--- src/rtl/sram_1w1r_arbiter.sv ---
// Two-client round-robin arbiter in front of a 1W1R SRAM macro, with registered, id-tagged read data.
// Define SRAM_ARB_INIT_EN to zero-fill the whole array after every reset before traffic is accepted.
module sram_1w1r_arbiter #(
  parameter int ADDR_WIDTH = 9,
  parameter int DATA_WIDTH = 41,
  parameter int NUM_WMASKS = 5
) (
  input  logic                      clk_i,
  input  logic                      rst_ni,
  input  logic [1:0]                wr_req_i,
  input  logic [2*ADDR_WIDTH-1:0]   wr_addr_i,
  input  logic [2*NUM_WMASKS-1:0]   wr_wmask_i,
  input  logic [1:0]                wr_spare_i,
  input  logic [2*DATA_WIDTH-1:0]   wr_data_i,
  output logic [1:0]                wr_gnt_o,
  input  logic [1:0]                rd_req_i,
  input  logic [2*ADDR_WIDTH-1:0]   rd_addr_i,
  output logic [1:0]                rd_gnt_o,
  output logic                      rd_valid_o,
  output logic                      rd_id_o,
  output logic [DATA_WIDTH-1:0]     rd_data_o,
  output logic                      init_busy_o,
  output logic                      sram_csb0_o,
  output logic [NUM_WMASKS-1:0]     sram_wmask0_o,
  output logic                      sram_spare_wen0_o,
  output logic [ADDR_WIDTH-1:0]     sram_addr0_o,
  output logic [DATA_WIDTH-1:0]     sram_din0_o,
  output logic                      sram_csb1_o,
  output logic [ADDR_WIDTH-1:0]     sram_addr1_o,
  input  logic [DATA_WIDTH-1:0]     sram_dout1_i
);

  typedef enum logic {ST_INIT, ST_RUN} state_t;

  state_t                  state;
  logic [ADDR_WIDTH-1:0]   init_cnt;

`ifdef SRAM_ARB_INIT_EN
  state_t state_next;

  // NOTE: sequential state uses non-blocking assignments so every register samples pre-edge values.
  always_ff @(posedge clk_i or negedge rst_ni) begin
    if (!rst_ni) begin
      state    <= ST_INIT;
      init_cnt <= '0;
    end else begin
      state <= state_next;
      if (state == ST_INIT) init_cnt <= init_cnt + 1'b1;
    end
  end

  always_comb begin
    state_next = state;
    if (state == ST_INIT && (&init_cnt)) state_next = ST_RUN;
  end
`else
  assign state    = ST_RUN;
  assign init_cnt = '0;
`endif

  logic run;
  assign run         = (state == ST_RUN);
  assign init_busy_o = (state == ST_INIT);

  // Winner per port: the lone requester, or the pointer's client when both ask.
  logic                  wr_ptr, rd_ptr;
  logic                  wr_win, rd_win;
  logic                  wr_go, rd_go, rd_blocked;
  logic [ADDR_WIDTH-1:0] wr_addr_sel, rd_addr_sel;

  assign wr_win      = (wr_req_i == 2'b11) ? wr_ptr : wr_req_i[1];
  assign rd_win      = (rd_req_i == 2'b11) ? rd_ptr : rd_req_i[1];
  assign wr_addr_sel = wr_win ? wr_addr_i[2*ADDR_WIDTH-1:ADDR_WIDTH] : wr_addr_i[ADDR_WIDTH-1:0];
  assign rd_addr_sel = rd_win ? rd_addr_i[2*ADDR_WIDTH-1:ADDR_WIDTH] : rd_addr_i[ADDR_WIDTH-1:0];

  // A read to the address being written this cycle would see stale data, so the write wins.
  assign wr_go      = run && (|wr_req_i);
  assign rd_blocked = wr_go && (rd_addr_sel == wr_addr_sel);
  assign rd_go      = run && (|rd_req_i) && !rd_blocked;

  assign wr_gnt_o = wr_go ? (wr_win ? 2'b10 : 2'b01) : 2'b00;
  assign rd_gnt_o = rd_go ? (rd_win ? 2'b10 : 2'b01) : 2'b00;

  // NOTE: every combinational output gets a default first so no path can infer a latch.
  always_comb begin
    sram_csb0_o       = 1'b1;
    sram_wmask0_o     = '0;
    sram_spare_wen0_o = 1'b0;
    sram_addr0_o      = wr_addr_sel;
    sram_din0_o       = wr_win ? wr_data_i[2*DATA_WIDTH-1:DATA_WIDTH] : wr_data_i[DATA_WIDTH-1:0];
    if (state == ST_INIT) begin
      sram_csb0_o       = 1'b0;
      sram_wmask0_o     = {NUM_WMASKS{1'b1}};
      sram_spare_wen0_o = 1'b1;
      sram_addr0_o      = init_cnt;
      sram_din0_o       = '0;
    end else if (wr_go) begin
      sram_csb0_o       = 1'b0;
      sram_wmask0_o     = wr_win ? wr_wmask_i[2*NUM_WMASKS-1:NUM_WMASKS] : wr_wmask_i[NUM_WMASKS-1:0];
      sram_spare_wen0_o = wr_win ? wr_spare_i[1] : wr_spare_i[0];
    end
  end

  assign sram_csb1_o  = !rd_go;
  assign sram_addr1_o = rd_addr_sel;

  // Read pipeline: the macro latches the address at acceptance, its output is registered one edge later.
  logic rd_pend, rd_pend_id;

  always_ff @(posedge clk_i or negedge rst_ni) begin
    if (!rst_ni) begin
      wr_ptr     <= 1'b0;
      rd_ptr     <= 1'b0;
      rd_pend    <= 1'b0;
      rd_pend_id <= 1'b0;
      rd_valid_o <= 1'b0;
      rd_id_o    <= 1'b0;
      rd_data_o  <= '0;
    end else begin
      if (wr_go) wr_ptr <= ~wr_win;
      if (rd_go) rd_ptr <= ~rd_win;
      rd_pend    <= rd_go;
      rd_pend_id <= rd_win;
      rd_valid_o <= rd_pend;
      if (rd_pend) begin
        rd_id_o   <= rd_pend_id;
        rd_data_o <= sram_dout1_i;
      end
    end
  end

endmodule

--- config.mk ---
export PLATFORM = sky130hd
export DESIGN_NAME = sram_1w1r_arbiter
export DESIGN_NICKNAME = d
export VERILOG_FILES = /design/src/rtl/sram_1w1r_arbiter.sv
export SDC_FILE = /design/constraint.sdc
export NUM_CORES = 1
export LEC_CHECK = 0
export CORE_AREA = 5 5 112 114
export CTS_CLUSTER_DIAMETER = 40
export CTS_CLUSTER_SIZE = 14
export DETAILED_ROUTE_END_ITERATION = 10
export DIE_AREA = 0 0 117 119
export DONT_BUFFER_PORTS = 1
export SLEW_MARGIN = 20
export SYNTH_ARGS = -nofsm -noshare
export SYNTH_HDL_FRONTEND = slang
export SYNTH_SLANG_ARGS = --single-unit
export TNS_END_PERCENT = 30
--- constraint.sdc ---
create_clock -name clk_i -period 2.7 [get_ports clk_i]
set_input_delay 0.675 -clock clk_i [delete_from_list [all_inputs] [get_ports clk_i]]
set_output_delay 0.675 -clock clk_i [all_outputs]
set_load 0.1 [all_outputs]
# After elaboration in Yosys (flattened, before gate mapping)
# Index checks and enable logic that the tools add are counted.
[word_totals] ff_bits=47 inputBits=177 output_inout_bits=115 elab_cells=32
[op_classes] eq_ne=3 muxes=14 bitwise=2 reduce_logical=6
[op_table] cell="$mux 41" n=1
[op_table] cell="$mux 9" n=2
[op_table] cell="$mux 5" n=2
[op_table] cell="$eq 9x9->1" n=1
[op_table] cell="$mux 2" n=4
[op_table] cell="$mux 1" n=5
[op_table] cell="$eq 2x2->1 const B" n=2
[op_table] cell="$reduce_or 2->1" n=2
[op_table] cell="$logic_and 1x1->1" n=2
[op_table] cell="$logic_not 1->1" n=2
[op_table] cell="$not 1->1" n=2

# Depth between registers and ports, before layout
[depth] word_depth=8 mapped_depth=9 ltp_nobuf=8

# Least setup slack after synthesis
# No wires, ideal clock.
[synth_timing] path_kind="input to output" start="in wr_req_i[0]" end="out rd_gnt_o[1]" arrival_ps=3631 t_required_ps=2025 setup_slack_ps=-1606 stages=8 path_cell_list="nand2b_4 -> nand2_2 -> inv_2 -> buf_6 -> mux2_2 -> xor2_1 -> nor4_4 -> a31oi_1"
[synth_via] elab_chain_len=8 word_cells_on_any_way=9
[synth_lines] element="start: declaration" line="10" text="input logic [1:0] wr_req_i,"
[synth_lines] element="$eq 2x2->1" line="71" text="assign wr_win = (wr_req_i == 2'b11) ? wr_ptr : wr_req_i[1];"
[synth_lines] element="$mux 1" line="71"
[synth_lines] element="$mux 9" line="73" text="assign wr_addr_sel = wr_win ? wr_addr_i[2*ADDR_WIDTH-1:ADDR_WIDTH] : wr_addr_i[ADDR_WIDTH-1:0];"
[synth_lines] element="net sram_addr0_o[4]" line="26" text="output logic [ADDR_WIDTH-1:0] sram_addr0_o,"
[synth_lines] element="$eq 9x9->1" line="78" text="assign rd_blocked = wr_go && (rd_addr_sel == wr_addr_sel);"
[synth_lines] element="$logic_and 1x1->1" line="78"
[synth_lines] element="$logic_not 1->1" line="79" text="assign rd_go = run && (|rd_req_i) && !rd_blocked;"
[synth_lines] element="$logic_and 1x1->1" line="79"
[synth_lines] element="$mux 2" line="82" text="assign rd_gnt_o = rd_go ? (rd_win ? 2'b10 : 2'b01) : 2'b00;"
[synth_lines] element="end: declaration" line="18" text="output logic [1:0] rd_gnt_o,"
# The timed path passes the listed nets, and every way through them passes these cells.

# Worst setup path in the final report
[layout_timing] start="reg wr_ptr" end="out rd_gnt_o[0]"
[layout_via] elab_chain_len=7
[layout_lines] element="start: declaration" line="66" text="logic wr_ptr, rd_ptr;"
[layout_lines] element="start signal: assignment" line="120" text="if (wr_go) wr_ptr <= ~wr_win;"
[layout_lines] element="$mux 1" line="71"
[layout_lines] element="$mux 9" line="73"
[layout_lines] element="$eq 9x9->1" line="78"
[layout_lines] element="$logic_and 1x1->1" line="78"
[layout_lines] element="$logic_not 1->1" line="79"
[layout_lines] element="$logic_and 1x1->1" line="79"
[layout_lines] element="$mux 2" line="82"
# No other way between the ends.

==> metrics <==
Pre-Repair DR Iteration Count=6; Adder-Cell Fraction of Synth Area=0; synth warn=0; Vias=2413; Post-Route WL=10.2 mm; sequential power share=0.345; die height=119 um; Ports=292; PortBufs=0; number of synthesized flops with an enable pin=0; Peak VDD IR=0.590 mV; Arr. time, crit path=2.39 ns; Post-Syn Instances=302; Seq/Total Area, Yosys=0.427; post-synth cell types=29; M1 GR Usage=0.135; pre-CTS setup slack=-0.439 ns; critical path, cell by cell=nand2b_4 -> nand2_4 -> inv_6 -> buf_4 -> mux2_4 -> xor2_2 -> nor4_4 -> nand3_2 -> and3_4; Final Hold Vio Count=0; crit path time final=3.07 ns; dpl cell area=0.00424 sq mm; final core occ=0.401; pin count of the biggest net entering global routing=50; headroom to the max-slew limit=0.381; status=finished, violations left; crit-path max cell delay=0.39 ns; Critical Path RT=2.03 ns; Pins Over Slew Limit=0; vias per cell=4.61; most frequent cells in the layout=nand2_1, buf_12, dfrtp_1; clk slew on worst S/H paths=0.07 ns; Area Growth Syn to Fin=64.8%; met2 Usage GRT=0.243; Initial DRC Count=105; post-route ant nets=0; max cap viols=0; mux share of post-synthesis cell area=0.250; Ant. Diodes=0; Core Box Area=0.0113 sq mm; Num CTS Buffers=5; grt peak-use layer=met2; Switching Fraction=0.512; net switching power=1.82 mW; clock latency at the later pin of the worst-skew pair=0.28 ns; XOR/XNOR Fraction of Synth Area=0.0254; Pint=1.73 mW; Period Utilization, post-route=1.14; Power Total=3.55 mW; RSZ-0062 raised after global routing=true; Clock Power Share=0.197; startpoint types=flip-flop; most common cell after layout, fill and taps aside=nand2_1; die span in x=117 um; average size of a mapped cell=9.12 sq um; ys async rst share=1.00; grt total ovfl=0; Final Instance Area=0.00454 sq mm; Placer Congestion=0.864; FILL cells=1089; Worst path slowest cell=dfrtp_1; largest family of logic cells by synthesized area=multiplexers; CP Max Fanout=8; clk_skew=0.00515 ns; pwr dens=782 mW/mm^2; # rows=39; Post-Syn Area=0.00275 sq mm; # DRC=0; Synth Area in Compound Gates=0.0173; Combinational Power Share=0.458; Post-Synth Simple-Gate Area=0.238; Routed wire per std cell=19.4 um; met3 Use GR=0.0644; CTS tree=built; die area=0.0139 sq mm; layout cell share with drive strength beyond 1=0.487; CTS Sinks=47; post-DP HPWL=8.83 mm; vias in the first global route=2701; Fin Setup TNS=-1.06 ns; initial antenna violation count=0; H-tree depth=2; worst setup margin=-0.366 ns; Worst Tran Pin Value=0.929 ns; # hold bufs at CTS=0; HP Class=input pin to async pin; CP Capture Type=output pin; final setup fails=3; Final nets=556; Lkg Pwr=2.15 nW; f_max=0.326 GHz; clk buf depth=2; post-synthesis net count=479; first-pass GRT wire length=14.6 mm; Root Buffer=clkbuf_16; crit path kind=flip-flop to output pin; Initial Utilization=0.243; failing checks=negative setup slack; Synth Flop Type=dfrtp_1; flops & latches, synth=47; GRT Overall Usage=0.135
==> what timing repair did <==
action / in CTS / in global routing
endpoints found under the hold margin: 0 / 0
setup buffers: 6 / 2
pin swaps: 5 / 4
gates resized for setup: 7 / 7
endpoints found under the setup margin: 51 / 9
==> per-layer routing <==
| layer | wire (um) | part of all wire |
|---|---|---|
| met1 | 3250 | 0.32 |
| met2 | 5320 | 0.52 |
| met3 | 1370 | 0.14 |
| met4 | 220 | 0.022 |
| met5 | 0 | 0 |
==> metrics by stage <==
stage	cells	hold WS, ns
floorplan	302	0.352
global placement	507	0.381
detailed placement	507	0.381
CTS	521	0.0693
global route	523	0.0617
finish	523	0.0801
==> path summary, 6_finish.rpt <==
kind | startpoint | to | slack (ns) | depth (start not counted)
worst max register to register | wr_ptr | rd_ptr | 0.25 | 11
worst max-delay path | wr_ptr | rd_gnt_o[0] | -0.37 | 9
worst min register to register | rd_pend_id | rd_id_o | 0.48 | 1
min in group clk_i | rd_pend_id | rd_id_o | 0.48 | 1
max in group asynchronous | rst_ni | rd_data_o[0] | 2.54 | 0
worst min-delay path | rst_ni | rd_data_o[36] | 0.08 | 0
==> sequential cells by signal, summed over array words and instances (netlist names) <==
name	flops
rd_data_o	41
rd_id_o	1
rd_pend	1
rd_pend_id	1
rd_ptr	1
rd_valid_o	1
wr_ptr	1
==> final cells by class <==
cell class	instances	area (sq um)	share of cell area
Clock buffer	5	125	0.0276
Clock inverter	3	46.3	0.0102
Inverter	6	38.8	0.00855
Multi-Input combinational cell	230	1640	0.361
Sequential cell	47	1180	0.259
Tap cell	143	179	0.0394
Timing Repair Buffer	89	1330	0.294
==> power by group through the flow <==
stage | sequential, mW | clock, mW | combinational [mW]
final | 1.22 | 0.699 | 1.63
after global routing | 1.23 | 0.757 | 1.69
after CTS | 1.23 | 0.723 | 1.62
after detailed placement | 1.24 | 0 | 1.60
after global placement | 1.24 | 0 | 1.59
after floorplan | 1.23 | 0 | 1.13
==> synthesized netlist by cell type, drive strengths merged (2+ instances only) <==
master  count  share of area
nand2     138           0.19
mux2       59           0.25
dfrtp      47           0.43
clkbuf     14          0.019
xor2        8          0.025
nand3       7          0.015
inv         6         0.0082
buf         5          0.014
nor2        3         0.0041
o21ai       3         0.0068
nor4        2          0.012
==> cell families after synthesis <==
family	after synthesis
flops	47
compound gates	6
xor+xnor	8
buf+inv	25
mux	60
simple gates	155
other cells	1
==> worst max-delay path, delay by kind of cell, from the launching register on <==
family	cells	cell delay [ns]
XOR/XNOR	1	0.19
buffers and inverters	2	0.19
flip-flops	1	0.39
multiplexers	1	0.32
AND/OR/NAND/NOR	5	1.02
No activity file was read; power rests on OpenSTA's default activity.
